**config.mk**
```make
export PLATFORM = sky130hd
export DESIGN_NAME = bellman_relax_engine
export DESIGN_NICKNAME = d
export VERILOG_FILES = /design/src/rtl/bellman_relax_engine.sv
export SDC_FILE = /design/constraint.sdc
export NUM_CORES = 1
export LEC_CHECK = 0
export ABC_AREA = 1
export CAP_MARGIN = 5
export CORE_MARGIN = 8
export CORE_UTILIZATION = 51
export CTS_CLUSTER_SIZE = 10
export DETAILED_ROUTE_END_ITERATION = 12
export PLACE_DENSITY = 0.86
export SLEW_MARGIN = 30
export SYNTH_ARGS = -nofsm -noshare
export SYNTH_HDL_FRONTEND = slang
export SYNTH_SLANG_ARGS = --single-unit
```
**constraint.sdc**
```tcl
create_clock -name clk -period 9.1 [get_ports clk]
set_input_delay 0.91 -clock clk [delete_from_list [all_inputs] [get_ports clk]]
set_output_delay 0.91 -clock clk [all_outputs]
set_load 0.1 [all_outputs]
```
**src/rtl/bellman_relax_engine.sv**
```systemverilog
// bellman_relax_engine
//   Bellman-Ford relaxation engine over a NODES x NODES adjacency matrix of
//   signed log-rate weights. Distances and predecessors live in an external
//   dual-port vertex memory with a one-cycle registered read. A run stops early
//   when a pass makes no relaxation. If all NODES-1 passes still relax, a
//   read-only check pass looks for a further relaxing edge, which indicates a
//   negative cycle (an arbitrage opportunity).
//
// Ports
//   clk, bellman_reset_n          clock, synchronous active-low reset
//   start, src                    start pulse (ignored while busy), source vertex
//   adjmat_q                      {edge present, signed weight}, registered read
//   adjmat_row/col_addr           edge (i,j) address
//   vertmat_q_a/b                 {pred, dist} read data, one cycle after address
//   vertmat_addr_a/b              port A = vertex i (source), port B = vertex j
//   vertmat_data_a/b, we_a/b      write data/enables (A in INIT, B in RELAX)
//   busy, done                    run in progress / run finished (held)
//   neg_cycle, cycle_vertex       negative cycle found, and the vertex j of the
//                                 first edge that relaxed in the check pass
//   pass_count                    relaxation passes executed (check excluded)
module bellman_relax_engine #(
  parameter int NODES    = 16,
  parameter int WEIGHT_W = 32,
  parameter int PRED_W   = $clog2(NODES)
) (
  input  logic                       clk,
  input  logic                       bellman_reset_n,
  input  logic                       start,
  input  logic [PRED_W-1:0]          src,
  input  logic [WEIGHT_W:0]          adjmat_q,
  input  logic [PRED_W+WEIGHT_W-1:0] vertmat_q_a,
  input  logic [PRED_W+WEIGHT_W-1:0] vertmat_q_b,
  output logic [PRED_W-1:0]          adjmat_row_addr,
  output logic [PRED_W-1:0]          adjmat_col_addr,
  output logic [PRED_W-1:0]          vertmat_addr_a,
  output logic [PRED_W-1:0]          vertmat_addr_b,
  output logic [PRED_W+WEIGHT_W-1:0] vertmat_data_a,
  output logic [PRED_W+WEIGHT_W-1:0] vertmat_data_b,
  output logic                       vertmat_we_a,
  output logic                       vertmat_we_b,
  output logic                       busy,
  output logic                       done,
  output logic                       neg_cycle,
  output logic [PRED_W-1:0]          cycle_vertex,
  output logic [PRED_W:0]            pass_count
);

  localparam logic signed [WEIGHT_W-1:0] INF = {1'b0, {(WEIGHT_W-1){1'b1}}};
  // Saturation bounds for the (WEIGHT_W+1)-bit sum: [-2^(W-1), INF-1].
  // The upper bound stays below INF so a reached vertex never looks unreached.
  localparam logic signed [WEIGHT_W:0] SUM_MAX = {2'b00, {(WEIGHT_W-2){1'b1}}, 1'b0};
  localparam logic signed [WEIGHT_W:0] SUM_MIN = {2'b11, {(WEIGHT_W-1){1'b0}}};
  localparam logic [PRED_W-1:0] LAST    = PRED_W'(NODES-1);
  localparam logic [PRED_W-1:0] IDX_ONE = PRED_W'(1);
  localparam logic [PRED_W:0]   PC_ONE  = (PRED_W+1)'(1);
  localparam logic [PRED_W:0]   PC_LAST = (PRED_W+1)'(NODES-1);

  typedef enum logic [2:0] {
    S_IDLE, S_INIT, S_READ, S_RELAX, S_PASS_END, S_CHECK_READ, S_CHECK, S_DONE
  } state_t;

  state_t state, state_nxt;

  logic [PRED_W-1:0] src_r, k, i, j;
  logic              changed;

  logic signed [WEIGHT_W-1:0] svw, dvw, ew, sum, init_dist;
  logic                       relax_hit, last_edge;
  logic                       unused_pred;

  function automatic logic signed [WEIGHT_W-1:0] sat_add(
    input logic signed [WEIGHT_W-1:0] a,
    input logic signed [WEIGHT_W-1:0] b
  );
    logic signed [WEIGHT_W:0] s;
    s = $signed({a[WEIGHT_W-1], a}) + $signed({b[WEIGHT_W-1], b});
    if (s > SUM_MAX)      s = SUM_MAX;
    else if (s < SUM_MIN) s = SUM_MIN;
    return s[WEIGHT_W-1:0];
  endfunction

  // Predecessor fields are written here but never read back.
  assign unused_pred = ^{vertmat_q_a[PRED_W+WEIGHT_W-1:WEIGHT_W],
                         vertmat_q_b[PRED_W+WEIGHT_W-1:WEIGHT_W]};

  assign svw       = vertmat_q_a[WEIGHT_W-1:0];
  assign dvw       = vertmat_q_b[WEIGHT_W-1:0];
  assign ew        = adjmat_q[WEIGHT_W-1:0];
  assign sum       = sat_add(svw, ew);
  assign relax_hit = adjmat_q[WEIGHT_W] && (svw != INF) && (i != j) && (sum < dvw);
  assign last_edge = (i == LAST) && (j == LAST);
  assign init_dist = (k == src_r) ? '0 : INF;

  always_ff @(posedge clk) begin
    if (!bellman_reset_n) state <= S_IDLE;
    else                  state <= state_nxt;
  end

  always_comb begin
    state_nxt       = state;
    vertmat_we_a    = 1'b0;
    vertmat_we_b    = 1'b0;
    vertmat_addr_a  = '0;
    vertmat_addr_b  = '0;
    adjmat_row_addr = '0;
    adjmat_col_addr = '0;
    vertmat_data_a  = '0;
    vertmat_data_b  = '0;
    case (state)
      S_IDLE, S_DONE: begin
        if (start) state_nxt = S_INIT;
      end
      S_INIT: begin
        vertmat_we_a   = 1'b1;
        vertmat_addr_a = k;
        vertmat_data_a = {k, init_dist};
        if (k == LAST) state_nxt = S_READ;
      end
      S_READ, S_CHECK_READ: begin
        adjmat_row_addr = i;
        adjmat_col_addr = j;
        vertmat_addr_a  = i;
        vertmat_addr_b  = j;
        state_nxt       = (state == S_READ) ? S_RELAX : S_CHECK;
      end
      S_RELAX: begin
        adjmat_row_addr = i;
        adjmat_col_addr = j;
        vertmat_addr_a  = i;
        vertmat_addr_b  = j;
        if (relax_hit) begin
          vertmat_we_b   = 1'b1;
          vertmat_data_b = {i, sum};
        end
        state_nxt = last_edge ? S_PASS_END : S_READ;
      end
      S_PASS_END: begin
        if (!changed)                          state_nxt = S_DONE;
        else if (pass_count + PC_ONE == PC_LAST) state_nxt = S_CHECK_READ;
        else                                   state_nxt = S_READ;
      end
      S_CHECK: begin
        adjmat_row_addr = i;
        adjmat_col_addr = j;
        vertmat_addr_a  = i;
        vertmat_addr_b  = j;
        if (relax_hit || last_edge) state_nxt = S_DONE;
        else                        state_nxt = S_CHECK_READ;
      end
      default: state_nxt = S_IDLE;
    endcase
    // Reset must silence the write ports within the cycle it is asserted.
    if (!bellman_reset_n) begin
      vertmat_we_a = 1'b0;
      vertmat_we_b = 1'b0;
    end
  end

  always_ff @(posedge clk) begin
    if (!bellman_reset_n) begin
      busy         <= 1'b0;
      done         <= 1'b0;
      neg_cycle    <= 1'b0;
      cycle_vertex <= '0;
      pass_count   <= '0;
      src_r        <= '0;
      k            <= '0;
      i            <= '0;
      j            <= '0;
      changed      <= 1'b0;
    end else begin
      case (state)
        S_IDLE, S_DONE: begin
          if (start) begin
            src_r      <= src;
            k          <= '0;
            i          <= '0;
            j          <= '0;
            pass_count <= '0;
            changed    <= 1'b0;
            busy       <= 1'b1;
            done       <= 1'b0;
            neg_cycle  <= 1'b0;
          end
        end
        S_INIT: k <= k + IDX_ONE;
        S_RELAX, S_CHECK: begin
          if (state == S_RELAX && relax_hit) changed <= 1'b1;
          if (state == S_CHECK && (relax_hit || last_edge)) begin
            neg_cycle <= relax_hit;
            if (relax_hit) cycle_vertex <= j;
            busy      <= 1'b0;
            done      <= 1'b1;
          end
          // Row-major scan; explicit wrap keeps non-power-of-two NODES correct.
          if (j == LAST) begin
            j <= '0;
            i <= (i == LAST) ? '0 : i + IDX_ONE;
          end else begin
            j <= j + IDX_ONE;
          end
        end
        S_PASS_END: begin
          pass_count <= pass_count + PC_ONE;
          if (!changed) begin
            neg_cycle <= 1'b0;
            busy      <= 1'b0;
            done      <= 1'b1;
          end else begin
            changed <= 1'b0;
            i       <= '0;
            j       <= '0;
          end
        end
        default: ;
      endcase
    end
  end

endmodule

```
==> impl_metrics.toml, run 1 <==
[power_and_ir_drop]
clkPwrFrac_pct = 10.5
p_leak_uw = 0.00422
intPower_uw = 636
swShare_pct = 64.2
vdd_drop_max_uv = 243
p_sw_uw = 1140
combPwrFrac_pct = 79.6
p_seq_share_pct = 9.9
powerDensity_nw_per_um2 = 217

[final_layout]
stdcell_count = 1394
antenna_cells = 0
syn2layout_area_growth_pct = 32.3
nFillCells = 1110
fin_nets = 1427
layout-drive-gt1-share_pct = 9.38

[place]
numPortBuffers = 204
placed_cells = 1386
place.gp.congestion = 0.949
post-dp-hpwl_mm = 16.6

[floorplanning]
rows = 40
die_height_um = 126
initial_utilization_pct = 51.8
io_pins = 214
die_x_um = 126
die_area_um2 = 15900
core-area_um2 = 11900

[timing]
setup-tns-final_ns = 0
skew_ns = 0.00282
timing.final.crit_period_ns = 7.68
rsz0062_at_grt = "no"
tightest_slew_ns = 1.01
slew_headroom_pct = 32.8
setup_viol = 0
max_freq_mhz = 130
report.final.slew_viol_count = 0
finalCritPeriodShare_pct = 84.4
hold_violations = 0

[synthesis]
synth_top_area_share_pct = 18.1
ys_seq_area_share_pct = 10.4
synth-xor-area-share_pct = 2.43
synth_ff_type = "dfxtp_1"
synth_mux_area_share_pct = 0
syn_inst = 1078
yosys_warnings = 0
yosys.area_share.simple_pct = 41.2
synth_compound_area_share_pct = 13.1
synth_cell_types = 52
synth.area.top_cells = "nand2_1 18%, ha_1 14%, inv_1 12%"
syn_nets = 1259
synth_top_family_by_area = "simple AND/OR/NAND/NOR gates"
avgSynthCellArea_um2 = 5.72
async_flop_share_pct = 0
synthesis.area_um2 = 6170
synth_seq_cells = 32
synth-adder-area-share_pct = 14.1
synth_edf_count = 0
synth.largest_area_cell = "nand2_1"

[cts]
clk_pin_slew_worst_paths_ns = 0.05
root_buffer = "clkbuf_16"
cts_setup_buffers = 0
cts_resized = 0
cts_tree = "done"
ctsHoldBuffers = 0
clk_path_buf_depth = 2
cts_max_level = 2
numCtsBuffers = 5
clock_latency_ns = 0.27
clkSinkCount = 32

[critical_path]
critPathKind = "primary input to primary output"
cp_max_fo = 22
crit_path_end_kind = "primary output"
path_common_cell = "nand2_1"
crit_arrival_ns = 6.77
critPathMaxStageDelay_ns = 0.50
critPathSlowestCell = "clkdlybuf4s50_1"
cp-start-kind = "primary input"
critPathRequiredTime_ns = 8.19

[drt]
drt-pass1-iter-count = 6
drt_wl_total_mm = 19.1
vias_per_cell = 5.13
ant_nets = 0
wl_per_cell_um = 13.7
drt_iter0_drc = 624
vias = 7150
drc = 0

[job]
drv_cap = 0

[global_route]
grtUsageTotal_pct = 23.6
grt_max_degree = 32
grt_pass1_wl_mm = 31.9
antenna_found_initial = 0
grt_pass1_vias = 6784
overflow = 0

[run_status]
outcome = "finished clean"

[min_path]
hold_class = "flip-flop to flip-flop"
-- worst paths after layout --
kind,start,slack [ns],to,cells after the start
worst min-delay path,done$_SDFFE_PN0P_,0.49,done$_SDFFE_PN0P_,2
worst max register to register,j[1]$_SDFFE_PN0P_,6.40,changed$_SDFFE_PN0P_,8
worst max-delay path,vertmat_q_a[0],1.42,vertmat_data_b[14],34
worst min register to register,done$_SDFFE_PN0P_,0.49,done$_SDFFE_PN0P_,2
-- power by group through the flow --
stage	clock [uW]	combinational [uW]	sequential [uW]
final	187	1410	176
after global routing	194	1510	178
after CTS	188	1410	176
after detailed placement	0	1400	178
after global placement	0	1390	178
after floorplan	0	1190	185
-- cell usage in the layout (no fill, tap or decap), types with 4 or more instances in the layout --
master,netlist,final
nand4_1,21,21
clkbuf_16,0,5
xor2_1,7,7
nor2_4,20,20
a21oi_1,60,60
nand2_2,9,9
nor2_1,122,122
buf_4,35,40
nor2_2,5,5
dfxtp_1,32,32
nor3_1,11,11
nand3_2,4,4
nand2_1,297,297
a21oi_2,4,4
ha_1,68,68
nand3b_1,9,9
o21bai_1,4,4
inv_2,14,14
a211oi_1,9,9
clkdlybuf4s50_1,0,167
nor3_2,6,6
inv_1,198,198
nand3_1,44,44
xnor2_1,7,7
o21ai_0,43,43
-- area by class of cell --
| class | instances | area, um^2 | area share (%) |
|---|---|---|---|
| flip-flops and latches | 32 | 641 | 7.85 |
| inverters | 215 | 808 | 9.90 |
| clock buffers | 6 | 129 | 1.58 |
| repair buffers | 207 | 1970 | 24.2 |
| well taps | 147 | 184 | 2.25 |
| clock inverters | 2 | 35.0 | 0.429 |
| multi-input cells | 785 | 4400 | 53.8 |
-- cells by family after synthesis --
logic type	count (synthesis)
adders and majority gates	69
xor gates and xnor gates	15
AOI/OAI and AO/OA	140
and+or+nand+nor	560
DFF	32
buffers and inverters	261
other	1
-- synth_stat cells (5+ instances only) --
master / instances
inv_1: 198
nand4_1: 21
ha_1: 68
a211oi_1: 9
nor2_4: 20
nand3b_1: 9
nand2_2: 9
nor3_2: 6
nor2_2: 5
nand2_1: 297
nand3_1: 44
xor2_1: 7
dfxtp_1: 32
a21oi_1: 60
xnor2_1: 7
inv_2: 14
nor3_1: 11
nor2_1: 122
o21ai_0: 43
clkbuf_1: 7
buf_4: 35
-- critical path: cells and delay by family --
family | cells | cell delay [ns]
buffers and inverters | 8 | 1.63
AO/OA/AOI/OAI | 2 | 0.42
AND/OR/NAND/NOR | 21 | 2.94
adder cells (fa/ha/maj) | 3 | 0.85
-- flip-flops by register name, indices dropped and copies added (netlist names) --
signal,flops
pass_count,5
cycle_vertex,4
i,4
j,4
k,4
src_r,4
state,3
busy,1
changed,1
done,1
neg_cycle,1
-- layer usage --
layer	global-route usage, %	up-vias	part of all wire [%]
li1	-	3702	-
met1	30.2	3121	45
met2	39.7	298	45
met3	4.64	29	8.6
met4	5.80	0	2.1
met5	0	-	0
-- stage by stage --
step / hold WS [ns] / cell area [um^2] / worst slack, ns / util (%) / total power (uW)
2_1_floorplan: 0.453 / 6170 / 2.38 / - / 1370
3_3_place_gp: 0.453 / 7990 / 1.61 / 67.1 / 1570
3_5_place_dp: 0.458 / 7990 / 1.56 / 67.1 / 1580
4_1_cts: 0.481 / 8150 / 1.54 / 68.4 / 1770
5_1_grt: 0.516 / 8160 / 0.925 / 68.5 / 1880
6_report: 0.488 / 8160 / 1.42 / 68.5 / 1770
Note: power is estimated with default switching activity, not from simulation.
==> run 2: changes to the inputs <==
Settings changed: CORE_UTILIZATION 51 to 43, PLACE_DENSITY 0.86 to 0.77.
Clock period 9.1 ns to 6.25 ns, I/O delays scaled along.
==> run 2 against run 1 <==
Effect of this change:
- die area grew 16%
- global-route usage shrank 2.6 points
- sequential cell count is the same
- first-iteration DRC count grew 13%
- via count grew 3.1%
- sequential power grew 45%
- worst setup slack lost 1.3 ns
- critical path depth shrank 3
- critical endpoint is now vertmat_data_b[12]
- largest cell class unchanged
- highest routed layer unchanged
==> impl_metrics.toml, run 2 (synthesis results as in run 1) <==
[timing]
slew_headroom_pct = 33.4
finalCritPeriodShare_pct = 98.1
max_freq_mhz = 163
hold_violations = 0
setup-tns-final_ns = 0
setup_viol = 0
timing.final.crit_period_ns = 6.13
hold_ws_ns = 0.467
skew_ns = 0.00545
report.final.slew_viol_count = 0
tightest_slew_ns = 0.996

[floorplanning]
initial_utilization_pct = 44.3
rows = 43
die_height_um = 136
die_area_um2 = 18400
die_x_um = 136
io_pins = 214
core-area_um2 = 13900

[job]
drv_cap = 0

[final_layout]
regMostFlops = "pass_count"
fin_util_pct = 68.4
nFillCells = 1202
syn2layout_area_growth_pct = 54.5
largest_register_ff_count = 5
fin_nets = 1462
regArea_um2 = 641
antenna_cells = 0
final_common_cell = "nand2_1"
multi_input_area_um2 = 4900
layout_common_cells = "281 x nand2_1, 194 x inv_1, 165 x clkdlybuf4s50_1"
layout-drive-gt1-share_pct = 18.7

[critical_path]
cp_max_fo = 8
crit_arrival_ns = 5.50
r2r_slack_ns = 3.78
r2r_start = "state[1]$_SDFFE_PN0P_"
critPathRequiredTime_ns = 5.62
r2r_end = "i[3]$_SDFFE_PN0P_"
critPathMaxStageDelay_ns = 0.49
reg2regPathDepth = 8
cp-start-kind = "primary input"
crit_path_end_kind = "primary output"
critPathKind = "primary input to primary output"
critPathSlowestCell = "clkdlybuf4s50_1"

[run_status]
outcome = "finished clean"

[place]
numPortBuffers = 204
place.gp.congestion = 0.920
post-dp-hpwl_mm = 17.3

[cts]
clk_path_buf_depth = 2
ctsHoldBuffers = 0
cts_max_level = 2
root_buffer = "clkbuf_16"
clock_latency_ns = 0.28
cts_tree = "done"
numCtsBuffers = 5
clkSinkCount = 32
clk_pin_slew_worst_paths_ns = 0.06

[power_and_ir_drop]
p_leak_uw = 0.00460
vdd_drop_max_uv = 480
swShare_pct = 64.1
p_seq_share_pct = 9.2
intPower_uw = 997
p_sw_uw = 1780
clkPwrFrac_pct = 9.1
combPwrFrac_pct = 81.7
powerDensity_nw_per_um2 = 291

[drt]
drc = 0
wl_per_cell_um = 14.7
ant_nets = 0
drt_wl_total_mm = 21.5
vias_per_cell = 5.04
vias = 7370
drt-pass1-iter-count = 6
drt_iter0_drc = 704

[min_path]
hold_class = "flip-flop to flip-flop"
worstHoldPathCells = 2
hp-start = "busy$_SDFFE_PN0P_"
holdPathEnd = "busy$_SDFFE_PN0P_"

[global_route]
grt_pass1_vias = 6776
grt_max_degree = 32
antenna_found_initial = 0
overflow = 0
grtUsageTotal_pct = 21.0
grt_pass1_wl_mm = 32.4
## run 2: changes by cell type in the layout (fill, tap and decap cells not counted), sizes merged
cell and change:
bufinv -1, clkinv -1, clkinvlp +2, dlymetal6s2s +2, clkbuf +3, buf +32, clkdlybuf4s50 -2
## run 2: metrics by stage
step	worst slack (ns)	cells	area, um^2	total power, uW
after CTS	-0.0202	1442	8830	2610
final	0.121	1462	9530	2780
after global placement	0.0441	1434	8640	2330
after detailed placement	-0.0745	1434	8650	2350
after floorplan	0.102	1078	6170	2000
after global routing	-0.113	1462	9530	2930
## run 2: routing by layer
layer	vias to the layer above	routed length, um	GRT usage [%]
li1	3787	-	-
met2	301	9700	33.5
met3	24	2200	5.93
met5	-	0	0
met4	0	247	2.53
met1	3258	9330	28.1
## run 2: final cells by class
class,instances,share of cell area (%)
Sequential cell,32,6.72
Tap cell,180,2.36
Clock inverter,2,0.158
Clock buffer,6,1.46
Timing Repair Buffer,242,29.4
Multi-Input combinational cell,785,51.4
Inverter,215,8.51
## run 2: power by group through the flow
stage / Combinational (uW) / Sequential, uW / Clock (uW)
after floorplan: 1730 / 270 / 0
after global placement: 2070 / 259 / 0
after detailed placement: 2090 / 259 / 0
after CTS: 2110 / 255 / 252
after global routing: 2400 / 260 / 266
final: 2270 / 256 / 253
## run 2: how the worst max path moves through the flow
| stage | from | endpoint | slack (ns) | cells after the start |
|---|---|---|---|---|
| after global routing | adjmat_q[1] | vertmat_data_b[26] | -0.11 | 34 |
| after global placement | vertmat_q_a[0] | vertmat_data_b[1] | 0.04 | 34 |
| final | adjmat_q[1] | vertmat_data_b[12] | 0.12 | 31 |
| after floorplan | adjmat_q[0] | vertmat_data_b[10] | 0.10 | 32 |
| after detailed placement | vertmat_q_a[0] | vertmat_data_b[3] | -0.07 | 33 |
| after CTS | vertmat_q_a[0] | vertmat_data_b[11] | -0.02 | 35 |
## run 2: worst max-delay path: cells and delay by family
family | cells | cell delay (ns)
and+or+nand+nor | 19 | 2.65
adders and majority gates | 2 | 0.67
buffers and inverters | 8 | 1.32
AOI/OAI and AO/OA | 2 | 0.22
## run 2: repair_timing
| action | CTS | global route |
|---|---|---|
| buffers inserted | 0 | 15 |
| pin swaps | 0 | 31 |
| gates cloned | 0 | 5 |
| resized for setup | 6 | 128 |
| setup endpoints to repair | 18 | 37 |
==> run 3: changes to the inputs <==
Settings changed: CORE_MARGIN 8 to 1.
==> run 3 against run 2 <==
Effect of this change:
- cell count decreased by 0.21%
- hold slack got worse by 0.0052 ns
- global-route usage increased by 3.8 points
- register-to-register slack improved by 0.22 ns
- critical path type unchanged
- non-clock buffer count decreased by 3
- clock power increased by 17%
- clock skew decreased by 0.0024 ns
==> impl_metrics.toml, run 3 (synthesis results as in run 1) <==
[floorplanning]
die_area_um2 = 14800
die_height_um = 122
io_pins = 214
initial_utilization_pct = 44.3
rows = 43
core-area_um2 = 13900
die_x_um = 122

[final_layout]
layout_common_cells = "284 x nand2_1, 196 x inv_1, 166 x clkdlybuf4s50_1"
nFillCells = 1228
final_common_cell = "nand2_1"
fin_nets = 1459
syn2layout_area_growth_pct = 51.3
layout-drive-gt1-share_pct = 17.0
antenna_cells = 0
largest_register_ff_count = 5
regMostFlops = "pass_count"

[critical_path]
r2r_start = "state[0]$_SDFFE_PN0P_"
critPathSlowestCell = "clkdlybuf4s50_1"
critPathKind = "primary input to primary output"
cp-start-kind = "primary input"
critPathMaxStageDelay_ns = 0.47
path_common_cell = "nand2_1"
critPathRequiredTime_ns = 5.62
crit_arrival_ns = 5.59
timing.critical_path.from = "adjmat_q[0]"
crit_path_end_kind = "primary output"
cp_max_fo = 7
r2r_slack_ns = 4.00

[cts]
clk_path_buf_depth = 2
clock_latency_ns = 0.28
root_buffer = "clkbuf_16"
cts_max_level = 2
numCtsBuffers = 5
ctsHoldBuffers = 0
clkSinkCount = 32
clk_pin_slew_worst_paths_ns = 0.05
cts_tree = "done"

[drt]
vias = 7340
drc = 0
drt_wl_total_mm = 19.7
ant_nets = 0
vias_per_cell = 5.03
wl_per_cell_um = 13.5
drt-pass1-iter-count = 5
drt_iter0_drc = 585

[power_and_ir_drop]
combPwrFrac_pct = 80.1
p_leak_uw = 0.00458
intPower_uw = 1030
swShare_pct = 62.9
vdd_drop_max_uv = 372
powerDensity_nw_per_um2 = 298
p_sw_uw = 1750
p_seq_share_pct = 9.2
finalPower_uw = 2780
clkPwrFrac_pct = 10.7

[min_path]
hold_class = "flip-flop to flip-flop"
hp-start = "busy$_SDFFE_PN0P_"

[job]
drv_cap = 0

[timing]
slew_headroom_pct = 33.0
timing.final.crit_period_ns = 6.21
setup_viol = 0
hold_ws_ns = 0.462
hold_violations = 0
max_freq_mhz = 161
skew_ns = 0.00310
report.final.slew_viol_count = 0
tightest_slew_ns = 1.00
finalCritPeriodShare_pct = 99.4

[global_route]
grtUsageTotal_pct = 24.8
grt_pass1_vias = 6510
antenna_found_initial = 0
overflow = 0
grt_pass1_wl_mm = 30.1
grt_max_degree = 32

[run_status]
outcome = "finished clean"

[place]
numPortBuffers = 204
place.gp.congestion = 0.936
post-dp-hpwl_mm = 15.8
==> run 3: cell types whose count changed in the layout (fill, tap and decap cells not counted), sizes merged <==
| cell | previous run | this run |
|---|---|---|
| buf | 72 | 71 |
| bufinv | 0 | 1 |
| clkbuf | 9 | 8 |
| clkdlybuf4s50 | 165 | 166 |
| clkinv | 3 | 2 |
| clkinvlp | 2 | 0 |
| dlymetal6s2s | 2 | 1 |
| inv | 212 | 213 |
==> run 3: routing by layer <==
metal  wire length (um)  GRT usage, %
met1               8890          34.1
met3               1620          4.07
met5                  0             0
met2               8920          41.1
met4                229          3.16
==> run 3: final cells by class <==
| type | instances | area [um^2] | share of cell area (%) |
|---|---|---|---|
| inverters | 215 | 815 | 8.73 |
| repair buffers | 239 | 2750 | 29.4 |
| well taps | 180 | 225 | 2.41 |
| multi-input cells | 785 | 4720 | 50.6 |
| flip-flops and latches | 32 | 641 | 6.86 |
| clock inverters | 1 | 30.0 | 0.322 |
| clock buffers | 7 | 153 | 1.64 |
==> run 3: final timing paths <==
| path | to | cells after the start |
|---|---|---|
| worst min-delay path | busy$_SDFFE_PN0P_ | 2 |
| worst max-delay path | vertmat_data_b[33] | 38 |
| worst min register to register | busy$_SDFFE_PN0P_ | 2 |
| worst max register to register | i[3]$_SDFFE_PN0P_ | 8 |
==> run 3: stage by stage <==
step           cells  instance area, um^2  utilization (%)  setup TNS (ns)  setup WS [ns]
2_1_floorplan   1078                 6170                -               0          0.102
3_3_place_gp    1430                 8600             61.7               0          0.132
3_5_place_dp    1430                 8610             61.8               0         0.0306
4_1_cts         1438                 8800             63.2               0         0.0430
5_1_grt         1459                 9340             67.0           -3.77         -0.141
6_report        1459                 9340             67.0               0         0.0388
==> run 3: worst max-delay path, delay by kind of cell <==
kind / cells / cell delay [ns]
adder cells (fa/ha/maj): 3 / 0.72
AND/OR/NAND/NOR: 20 / 1.97
AO/OA/AOI/OAI: 5 / 0.75
buffers and inverters: 10 / 1.55
==> run 3: repair_timing <==
item / in CTS / in global routing
gates cloned: 0 / 1
setup endpoints to repair: 2 / 37
buffers inserted: 0 / 20
gates resized for setup: 2 / 99
pin swaps: 0 / 18
==> run 3: power groups by stage <==
stage                     registers, uW  logic [uW]  clock network [uW]
after global placement              258        2050                   0
after global routing                259        2370                 310
after floorplan                     270        1730                   0
after detailed placement            259        2070                   0
final                               255        2230                 297
after CTS                           255        2080                 300
